--- src/rtl/usr_sequencer.sv ---
// ---------------------------------------------------------------------------
// usr_sequencer
//
// Command sequencer for one Universal_Shift_Register instance. A host hands
// over load / shift / rotate commands through a valid/ready handshake; the
// sequencer parallel-loads the word, steps the register the requested number
// of times, then offers the resulting register word on a response handshake.
//
// Parameters
//   WIDTH      shift-register width (must match the controlled register)
//   CW         width of the shift-count field
//
// Ports
//   clk         rising-edge clock, shared with the shift register
//   clear       asynchronous active-low reset
//   cmd_valid   command offered
//   cmd_ready   sequencer can accept a command (high only in IDLE)
//   cmd_op      000 load, 001 shr, 010 shl, 011 ror, 100 rol, others load
//   cmd_data    word parallel-loaded before stepping
//   cmd_count   number of steps, 0 allowed, no clamping
//   cmd_fill    serial fill bit for shift ops
//   rsp_valid   result available
//   rsp_ready   result consumer ready
//   rsp_data    result word, forced to 0 while rsp_valid is low
//   busy        high in every state except IDLE
//   usr_s       register mode: 00 hold, 01 shr, 10 shl, 11 load
//   usr_p_in    register parallel input
//   usr_msb_in  register serial input entering the MSB on shift right
//   usr_lsb_in  register serial input entering the LSB on shift left
//   usr_q       register parallel output
//
// Build option
//   USR_SEQ_ROTATE_EN  when defined, ops 011/100 rotate by feeding the end bit
//                      of usr_q back into the serial input. When undefined,
//                      they act as plain shifts using cmd_fill and no path
//                      from usr_q to the serial inputs exists.
// ---------------------------------------------------------------------------
module usr_sequencer #(
    parameter int WIDTH = 4,
    parameter int CW    = $clog2(WIDTH) + 1
) (
    input  logic             clk,
    input  logic             clear,
    input  logic             cmd_valid,
    output logic             cmd_ready,
    input  logic [2:0]       cmd_op,
    input  logic [WIDTH-1:0] cmd_data,
    input  logic [CW-1:0]    cmd_count,
    input  logic             cmd_fill,
    output logic             rsp_valid,
    input  logic             rsp_ready,
    output logic [WIDTH-1:0] rsp_data,
    output logic             busy,
    output logic [1:0]       usr_s,
    output logic [WIDTH-1:0] usr_p_in,
    output logic             usr_msb_in,
    output logic             usr_lsb_in,
    input  logic [WIDTH-1:0] usr_q
);

    typedef enum logic [1:0] {
        IDLE  = 2'd0,
        LOAD  = 2'd1,
        SHIFT = 2'd2,
        DONE  = 2'd3
    } state_t;

    localparam logic [1:0] MODE_HOLD = 2'b00;
    localparam logic [1:0] MODE_SHR  = 2'b01;
    localparam logic [1:0] MODE_SHL  = 2'b10;
    localparam logic [1:0] MODE_LOAD = 2'b11;

    state_t            state_q, state_d;
    logic              shift_op_q, shift_op_d;
    logic              left_q, left_d;
    logic [CW-1:0]     count_q, count_d;
    logic              fill_q, fill_d;
    logic [1:0]        usr_s_q, usr_s_d;
    logic [WIDTH-1:0]  usr_p_in_q, usr_p_in_d;
    logic              msb_q, msb_d;
    logic              lsb_q, lsb_d;
    logic              cmd_ready_q, cmd_ready_d;
    logic              rsp_valid_q, rsp_valid_d;
    logic              busy_q, busy_d;
`ifdef USR_SEQ_ROTATE_EN
    logic              rot_q, rot_d;
    logic              rot_active;
`endif

    // Next-state and next-output decode. Every output flop is computed one
    // cycle ahead so the register sees its mode in the same cycle the FSM
    // is in the matching state.
    always_comb begin
        state_d     = state_q;
        shift_op_d  = shift_op_q;
        left_d      = left_q;
        count_d     = count_q;
        fill_d      = fill_q;
        usr_s_d     = usr_s_q;
        usr_p_in_d  = usr_p_in_q;
        msb_d       = msb_q;
        lsb_d       = lsb_q;
        cmd_ready_d = cmd_ready_q;
        rsp_valid_d = rsp_valid_q;
        busy_d      = busy_q;
`ifdef USR_SEQ_ROTATE_EN
        rot_d       = rot_q;
`endif

        case (state_q)
            IDLE: begin
                if (cmd_valid) begin
                    state_d     = LOAD;
                    cmd_ready_d = 1'b0;
                    busy_d      = 1'b1;
                    usr_s_d     = MODE_LOAD;
                    usr_p_in_d  = cmd_data;
                    count_d     = cmd_count;
                    fill_d      = cmd_fill;
                    shift_op_d  = 1'b0;
                    left_d      = 1'b0;
`ifdef USR_SEQ_ROTATE_EN
                    rot_d       = 1'b0;
`endif
                    case (cmd_op)
                        3'b001: shift_op_d = 1'b1;
                        3'b010: begin
                            shift_op_d = 1'b1;
                            left_d     = 1'b1;
                        end
                        3'b011: begin
                            shift_op_d = 1'b1;
`ifdef USR_SEQ_ROTATE_EN
                            rot_d      = 1'b1;
`endif
                        end
                        3'b100: begin
                            shift_op_d = 1'b1;
                            left_d     = 1'b1;
`ifdef USR_SEQ_ROTATE_EN
                            rot_d      = 1'b1;
`endif
                        end
                        default: shift_op_d = 1'b0;
                    endcase
                end
            end

            LOAD: begin
                usr_p_in_d = '0;
                if (shift_op_q && (count_q != '0)) begin
                    state_d = SHIFT;
                    usr_s_d = left_q ? MODE_SHL : MODE_SHR;
                    // Rotates take their serial bit live from usr_q, so the
                    // registered fill stays 0 for them.
`ifdef USR_SEQ_ROTATE_EN
                    if (!rot_q) begin
                        if (left_q) lsb_d = fill_q;
                        else        msb_d = fill_q;
                    end
`else
                    if (left_q) lsb_d = fill_q;
                    else        msb_d = fill_q;
`endif
                end else begin
                    state_d     = DONE;
                    usr_s_d     = MODE_HOLD;
                    rsp_valid_d = 1'b1;
                end
            end

            SHIFT: begin
                count_d = count_q - CW'(1);
                // A count of 1 here means this edge performs the last step.
                if (count_q == CW'(1)) begin
                    state_d     = DONE;
                    usr_s_d     = MODE_HOLD;
                    msb_d       = 1'b0;
                    lsb_d       = 1'b0;
                    rsp_valid_d = 1'b1;
                end
            end

            DONE: begin
                if (rsp_ready) begin
                    state_d     = IDLE;
                    rsp_valid_d = 1'b0;
                    cmd_ready_d = 1'b1;
                    busy_d      = 1'b0;
                end
            end

            default: begin
                state_d     = IDLE;
                usr_s_d     = MODE_HOLD;
                msb_d       = 1'b0;
                lsb_d       = 1'b0;
                cmd_ready_d = 1'b1;
                rsp_valid_d = 1'b0;
                busy_d      = 1'b0;
            end
        endcase
    end

    always_ff @(posedge clk or negedge clear) begin
        if (!clear) begin
            state_q     <= IDLE;
            shift_op_q  <= 1'b0;
            left_q      <= 1'b0;
            count_q     <= '0;
            fill_q      <= 1'b0;
            usr_s_q     <= MODE_HOLD;
            usr_p_in_q  <= '0;
            msb_q       <= 1'b0;
            lsb_q       <= 1'b0;
            cmd_ready_q <= 1'b1;
            rsp_valid_q <= 1'b0;
            busy_q      <= 1'b0;
`ifdef USR_SEQ_ROTATE_EN
            rot_q       <= 1'b0;
`endif
        end else begin
            state_q     <= state_d;
            shift_op_q  <= shift_op_d;
            left_q      <= left_d;
            count_q     <= count_d;
            fill_q      <= fill_d;
            usr_s_q     <= usr_s_d;
            usr_p_in_q  <= usr_p_in_d;
            msb_q       <= msb_d;
            lsb_q       <= lsb_d;
            cmd_ready_q <= cmd_ready_d;
            rsp_valid_q <= rsp_valid_d;
            busy_q      <= busy_d;
`ifdef USR_SEQ_ROTATE_EN
            rot_q       <= rot_d;
`endif
        end
    end

    assign cmd_ready = cmd_ready_q;
    assign rsp_valid = rsp_valid_q;
    assign busy      = busy_q;
    assign usr_s     = usr_s_q;
    assign usr_p_in  = usr_p_in_q;

    // The register holds in DONE, so its output is the settled result word.
    assign rsp_data  = rsp_valid_q ? usr_q : '0;

`ifdef USR_SEQ_ROTATE_EN
    // Rotation feeds the bit about to fall off one end back into the other.
    assign rot_active = (state_q == SHIFT) && rot_q;
    assign usr_msb_in = (rot_active && !left_q) ? usr_q[0]       : msb_q;
    assign usr_lsb_in = (rot_active &&  left_q) ? usr_q[WIDTH-1] : lsb_q;
`else
    assign usr_msb_in = msb_q;
    assign usr_lsb_in = lsb_q;
`endif

endmodule

--- config.mk ---
export PLATFORM = sky130hd
export DESIGN_NAME = usr_sequencer
export DESIGN_NICKNAME = d
export VERILOG_FILES = /design/src/rtl/usr_sequencer.sv
export SDC_FILE = /design/constraint.sdc
export NUM_CORES = 1
export LEC_CHECK = 0
export CAP_MARGIN = 20
export CORE_MARGIN = 2
export CORE_UTILIZATION = 42
export DETAILED_ROUTE_END_ITERATION = 8
export PLACE_DENSITY = 0.77
export SETUP_SLACK_MARGIN = 0.05
export SKIP_CTS_REPAIR_TIMING = 1
export SLEW_MARGIN = 20
export SYNTH_ARGS = -nofsm -noshare
export SYNTH_HDL_FRONTEND = slang
export SYNTH_SLANG_ARGS = --single-unit
--- constraint.sdc ---
create_clock -name clk -period 1.41 [get_ports clk]
set_input_delay 0.423 -clock clk [delete_from_list [all_inputs] [get_ports clk]]
set_output_delay 0.423 -clock clk [all_outputs]
set_load 0.01 [all_outputs]
Yosys cells after proc, flatten, opt, wreduce, memory -nomap -nowiden
Index checks and enable logic that the tools add are counted.
Word-level totals
  bits of input ports: 19
  bits in registers: 19
  bits in read-only memories: 0
  bits in latches: 0
  memories kept: 0
  bits in writable memories: 0
Cells by class
  multipliers: 0
  mux-type cells: 33
  $lt $le $gt $ge: 0
  $add $sub $neg: 1
  equal/unequal tests: 15
  div/mod/pow operators: 0
  reduce and logical (&&, ||, !) cells: 20
  bitwise gates (word level): 0
  shift operators: 0
Operators by type and width (count)
  two-way mux 1 bit: 14
  two-way mux 2 bit: 7
  inequality test 2 bit, second input constant: 7
  AND reduction 4 bit: 3
  AND reduction 3 bit: 3
  nonzero test 3 bit: 3
  two-way mux 4 bit: 2
  one-hot mux 1 bit (2 select lines): 4
  one-hot mux 2 bit (4 select lines): 1
  one-hot mux 4 bit (2 select lines): 1
  nonzero test 2 bit: 4
  equality test 3 x 1 -> 1 bit, second input constant: 2
  equality test 3 x 2 -> 1 bit, second input constant: 2
  one-hot mux 2 bit (3 select lines): 1
  one-hot mux 3 bit (2 select lines): 1
  AND reduction 2 bit: 3
  equality test 2 bit, second input constant: 2
  OR reduction 4 bit: 1
  equality test 3 bit, second input constant: 1
  two-way mux 3 bit: 1
  one-hot mux 1 bit (3 select lines): 1
  subtractor 3 x 1 -> 3 bit, second input constant: 1
  equality test 2 x 1 -> 1 bit, second input constant: 1
  logical NOT 2 bit: 1
  2 further kinds: 2

Longest topological paths before layout
  depth after elaboration: 4
  mapped depth: 8
  depth with buffers taken out: 6

Least setup slack after synthesis
Ideal clock, no wire load.
  kind: flip-flop to flip-flop
  from: register state_q[0]
  to: register usr_s_q[0] (netlist: usr_s[0])
  arrival time: 1.341 ns
  stages on the path, launching flop included: 8
  path slack: -0.059 ns
  setup time: 0.128 ns
  clock period less this slack: 1.469 ns
  required time: 1.282 ns
  cell sequence: dfrtp_1 inv_1 ha_1 buf_6 nor2b_1 buf_2 nor3_1 a2bb2oi_1
Between the ends
  word-level cells in the longest chain between the ends: 3
  elaborated cells between the ends (all ways): 8
  classes of those cells: eq/ne (4); mux (1); reduce/logical (3)
RTL lines
  from (decl): RTL line 73  | state_t state_q, state_d;
  from (signal assigned): RTL line 223  | state_q <= state_d;
  equality test 2 bit (tied with other cells): RTL line 110  | case (state_q)
  inequality test 2 bit (no line) / nonzero test 3 bit (equally long branches)
  AND reduction 3 bit (no line)
  to (signal assigned): RTL line 228  | usr_s_q <= usr_s_d;
  to (decl): RTL line 78  | logic [1:0] usr_s_q, usr_s_d;
Several ways; a longest one is shown, not always the timed one.
A chain may end at the register's enable or synchronous reset.

Worst setup path after layout
  from: register rsp_valid_q (netlist: rsp_valid)
  to: output port rsp_data[0]
Between the ends
  word-level cells in the longest chain between the ends: 1
RTL lines
  from (decl): RTL line 83  | logic rsp_valid_q, rsp_valid_d;
  from (signal assigned): RTL line 233  | rsp_valid_q <= rsp_valid_d;
  two-way mux 4 bit: RTL line 248  | assign rsp_data = rsp_valid_q ? usr_q : '0;
  to (decl): RTL line 52  | output logic [WIDTH-1:0] rsp_data,
No other way between the ends.

==> reports/metrics.yaml <==
run_status: "finished with violations"
failed_checks: "setup timing"
pwr-share-seq_pct: 24.0
power_frac_clock_pct: 6.5
die_area_um2: 3307
syn-mean-instance-area_um2: 9.776
worstPathRequired_ns: 0.99
count_of_flip_flops_with_a_built_in_enable_after_synthesis: 0
drt-pass1-iter-count: 5
max-slew-margin-rel_pct: 79.82
synth_async_sr_flop_share_pct: 100.0
numCtsBuffers: 3
num-nets-final: 220
power_density_nw_per_um2: 2162
clock.fmax_mhz: 651.7
viasPerCell: 5.433
wire_per_inst_um: 16.34
report.final.setup_viol: 11
portBuffers: 33
clockRootBuffer: "sky130_fd_sc_hd__clkbuf_4"
worst_ir_drop_on_vdd_uv: 1638
number_of_diodes_added_for_antenna_fixing: 0
ant_nets: 0
power_leakage_uw: 0.0009934
dpl.cell_count: 210
p_sw_uw: 1828
max-clock-path-buffers: 2
ff2ff_path_depth: 5
post-route-min-period_ns: 1.535
synth_warn: 0
synth-main-ff-cell: "sky130_fd_sc_hd__dfrtp_1"
floorplan.io_pins: 34
worstSetupEndpointType: "primary output"
comb_power_share_pct: 69.5
final.period_utilization_pct: 108.8
place_ws_ns: -0.5578
r2r-end: "usr_lsb_in$_DFFE_PN0P_"
max_cap_violations: 0
timing_worst_slew_pin_value_ns: 0.3027
drc_errors: 0
fin_worst_skew_ns: 0.004813
postLayoutCellArea_um2: 2076
layout-drive-gt1-share_pct: 42.49
clk_pin_slew_ns: 0.12
clkLatencyLatePin_ns: 0.30
rsz0062_at_grt: "yes"
number_of_placement_rows: 19
timing.final.max_slew_violations: 0
setup_ws_ns: -0.1245
synthesis.nets: 149
grt_overflow: 0
m1WireLength_mm: 1.480
syn-instance-count: 123
post_layout_nonfiller_instances: 224
first_iter_violations: 45
grt_pass1_wl_mm: 5.230
arrival_ns: 1.11
seq_area_frac_synth_pct: 39.65
design.core.area_um2: 2734
routed.top_layer: "met4"
worstHoldPathType: "input pin to async pin"
grt_antenna_before_repair: 0
holdWs_ns: 0.4116
tritoncts: "yes"
area_delta_synth_final_pct: 72.63
floorplan.die.height_um: 57.51
htree_num_levels: 1
hpwl_mm: 2.583
critPathKind: "register to primary output"
fillerInstances: 178
path_max_fanout: 4
post_dp_cell_area_um2: 1777
totalWireLength_mm: 3.661
grt_start_max_net_pins: 14
initial_utilization_pct: 43.98
dieWidth_um: 57.51
gp_congestion: 0.8060
setup.worst_path.start_class: "register"
gr-usage-all-layers_pct: 20.41
wl_met3_um: 137
synth_cell_type_count: 40
met2WireLength_mm: 1.979
via_count_of_the_first_global_routing_pass: 1214
internal-power_uw: 2660
setup.reg_to_reg.worst_slack_ns: -0.10
r2r-start: "state_q[1]$_DFFE_PN0P_"
vias: 1217
switching_share_pct: 40.73
mappedNetlistArea_um2: 1202
utilization_of_the_core_after_routing_pct: 75.93
postSynthRegisterBits: 19
cts.sinks: 19
count_of_endpoints_failing_hold_in_the_final_timing_report: 0
-- cell families (layout without fill, tap and decap cells) --
family	Yosys count	count (layout)	share of synthesized area (%)
flops	19	19	39.65
mux	4	4	3.434
xor+xnor	3	3	2.186
buf+inv	11	81	4.578
fa+ha+maj	7	7	7.284
simple gates	47	47	23.52
compound gates	32	32	19.36
-- final cells by class --
class                           count  area, um2  area share [%]
Clock inverter                      1      5.005          0.2411
Multi-Input combinational cell     93      832.0           40.08
Tap cell                           31      38.79           1.869
Sequential cell                    19      476.7           22.97
Timing Repair Buffer               72      681.9           32.85
Clock buffer                        3      22.52           1.085
Inverter                            5      18.77          0.9042
-- state kept, by name, summed over array words and instances, names as in the netlist --
| register | flops |
|---|---|
| busy | 1 |
| count_q | 3 |
| left_q | 1 |
| state_q | 2 |
| rsp_valid | 1 |
| shift_op_q | 1 |
| usr_p_in | 4 |
| usr_s | 2 |
| usr_lsb_in | 1 |
| cmd_ready | 1 |
| fill_q | 1 |
| usr_msb_in | 1 |
-- per-stage QoR --
step	TNS [ns]	power, uW
after global routing	-1.654	4775
after floorplan	0	2398
after detailed placement	-5.193	3490
after global placement	-4.462	3347
final	-0.8736	4488
after CTS	-6.215	3794
-- critical path, stage by stage (launching register included) --
cell	delay [ns]
sky130_fd_sc_hd__dfrtp_1	0.42
sky130_fd_sc_hd__buf_6	0.13
sky130_fd_sc_hd__and2_1	0.12
sky130_fd_sc_hd__buf_2	0.13
-- power by group through the flow --
stage	clock network, uW	registers (uW)	logic (uW)
floorplan	0	1100	1300
global placement	0	1030	2320
detailed placement	0	1060	2430
CTS	292	1040	2460
global route	333	1100	3340
finish	293	1080	3120
-- cells in the mapped netlist, types with 4 or more instances --
cell | n | area share (%)
sky130_fd_sc_hd__a21oi_1 | 4 | 1.7
sky130_fd_sc_hd__inv_1 | 5 | 1.6
sky130_fd_sc_hd__nand2_1 | 11 | 3.4
sky130_fd_sc_hd__ha_1 | 7 | 7.3
sky130_fd_sc_hd__a31oi_1 | 7 | 3.6
sky130_fd_sc_hd__nand2b_1 | 6 | 3.1
sky130_fd_sc_hd__buf_2 | 5 | 2.1
sky130_fd_sc_hd__nor2b_1 | 5 | 2.6
sky130_fd_sc_hd__o21ai_0 | 9 | 3.7
sky130_fd_sc_hd__and2_1 | 4 | 2.1
sky130_fd_sc_hd__dfrtp_1 | 18 | 37
sky130_fd_sc_hd__nor2_1 | 4 | 1.2
-- cell usage in the layout (no fill, tap or decap), types with 4 or more instances in the layout --
cell type / instances
sky130_fd_sc_hd__buf_6: 13
sky130_fd_sc_hd__dfrtp_1: 18
sky130_fd_sc_hd__a21oi_1: 4
sky130_fd_sc_hd__a31oi_1: 5
sky130_fd_sc_hd__nand2b_1: 5
sky130_fd_sc_hd__buf_4: 28
sky130_fd_sc_hd__dlymetal6s2s_1: 10
sky130_fd_sc_hd__nand2_1: 10
sky130_fd_sc_hd__o21ai_0: 7
sky130_fd_sc_hd__nor2b_1: 4
sky130_fd_sc_hd__clkdlybuf4s50_1: 16
sky130_fd_sc_hd__ha_4: 5
-- routing by layer --
layer,vias to the layer above,global-route usage (%)
met3,11,3.175
met5,-,0
li1,576,-
met1,594,24.14
met4,0,5.980
met2,36,37.66
-- how the worst max path moves through the flow --
stage | from | end | slack, ns
floorplan | state_q[0]$_DFFE_PN0P_ | count_q[1]$_DFFE_PN0P_ | 0.02
global placement | usr_q[3] | rsp_data[3] | -0.52
detailed placement | usr_q[3] | rsp_data[3] | -0.56
CTS | usr_q[3] | rsp_data[3] | -0.56
global route | count_q[1]$_DFFE_PN0P_ | usr_lsb_in$_DFFE_PN0P_ | -0.19
finish | rsp_valid$_DFFE_PN0P_ | rsp_data[0] | -0.12
Note: power is estimated with default switching activity, not from simulation.
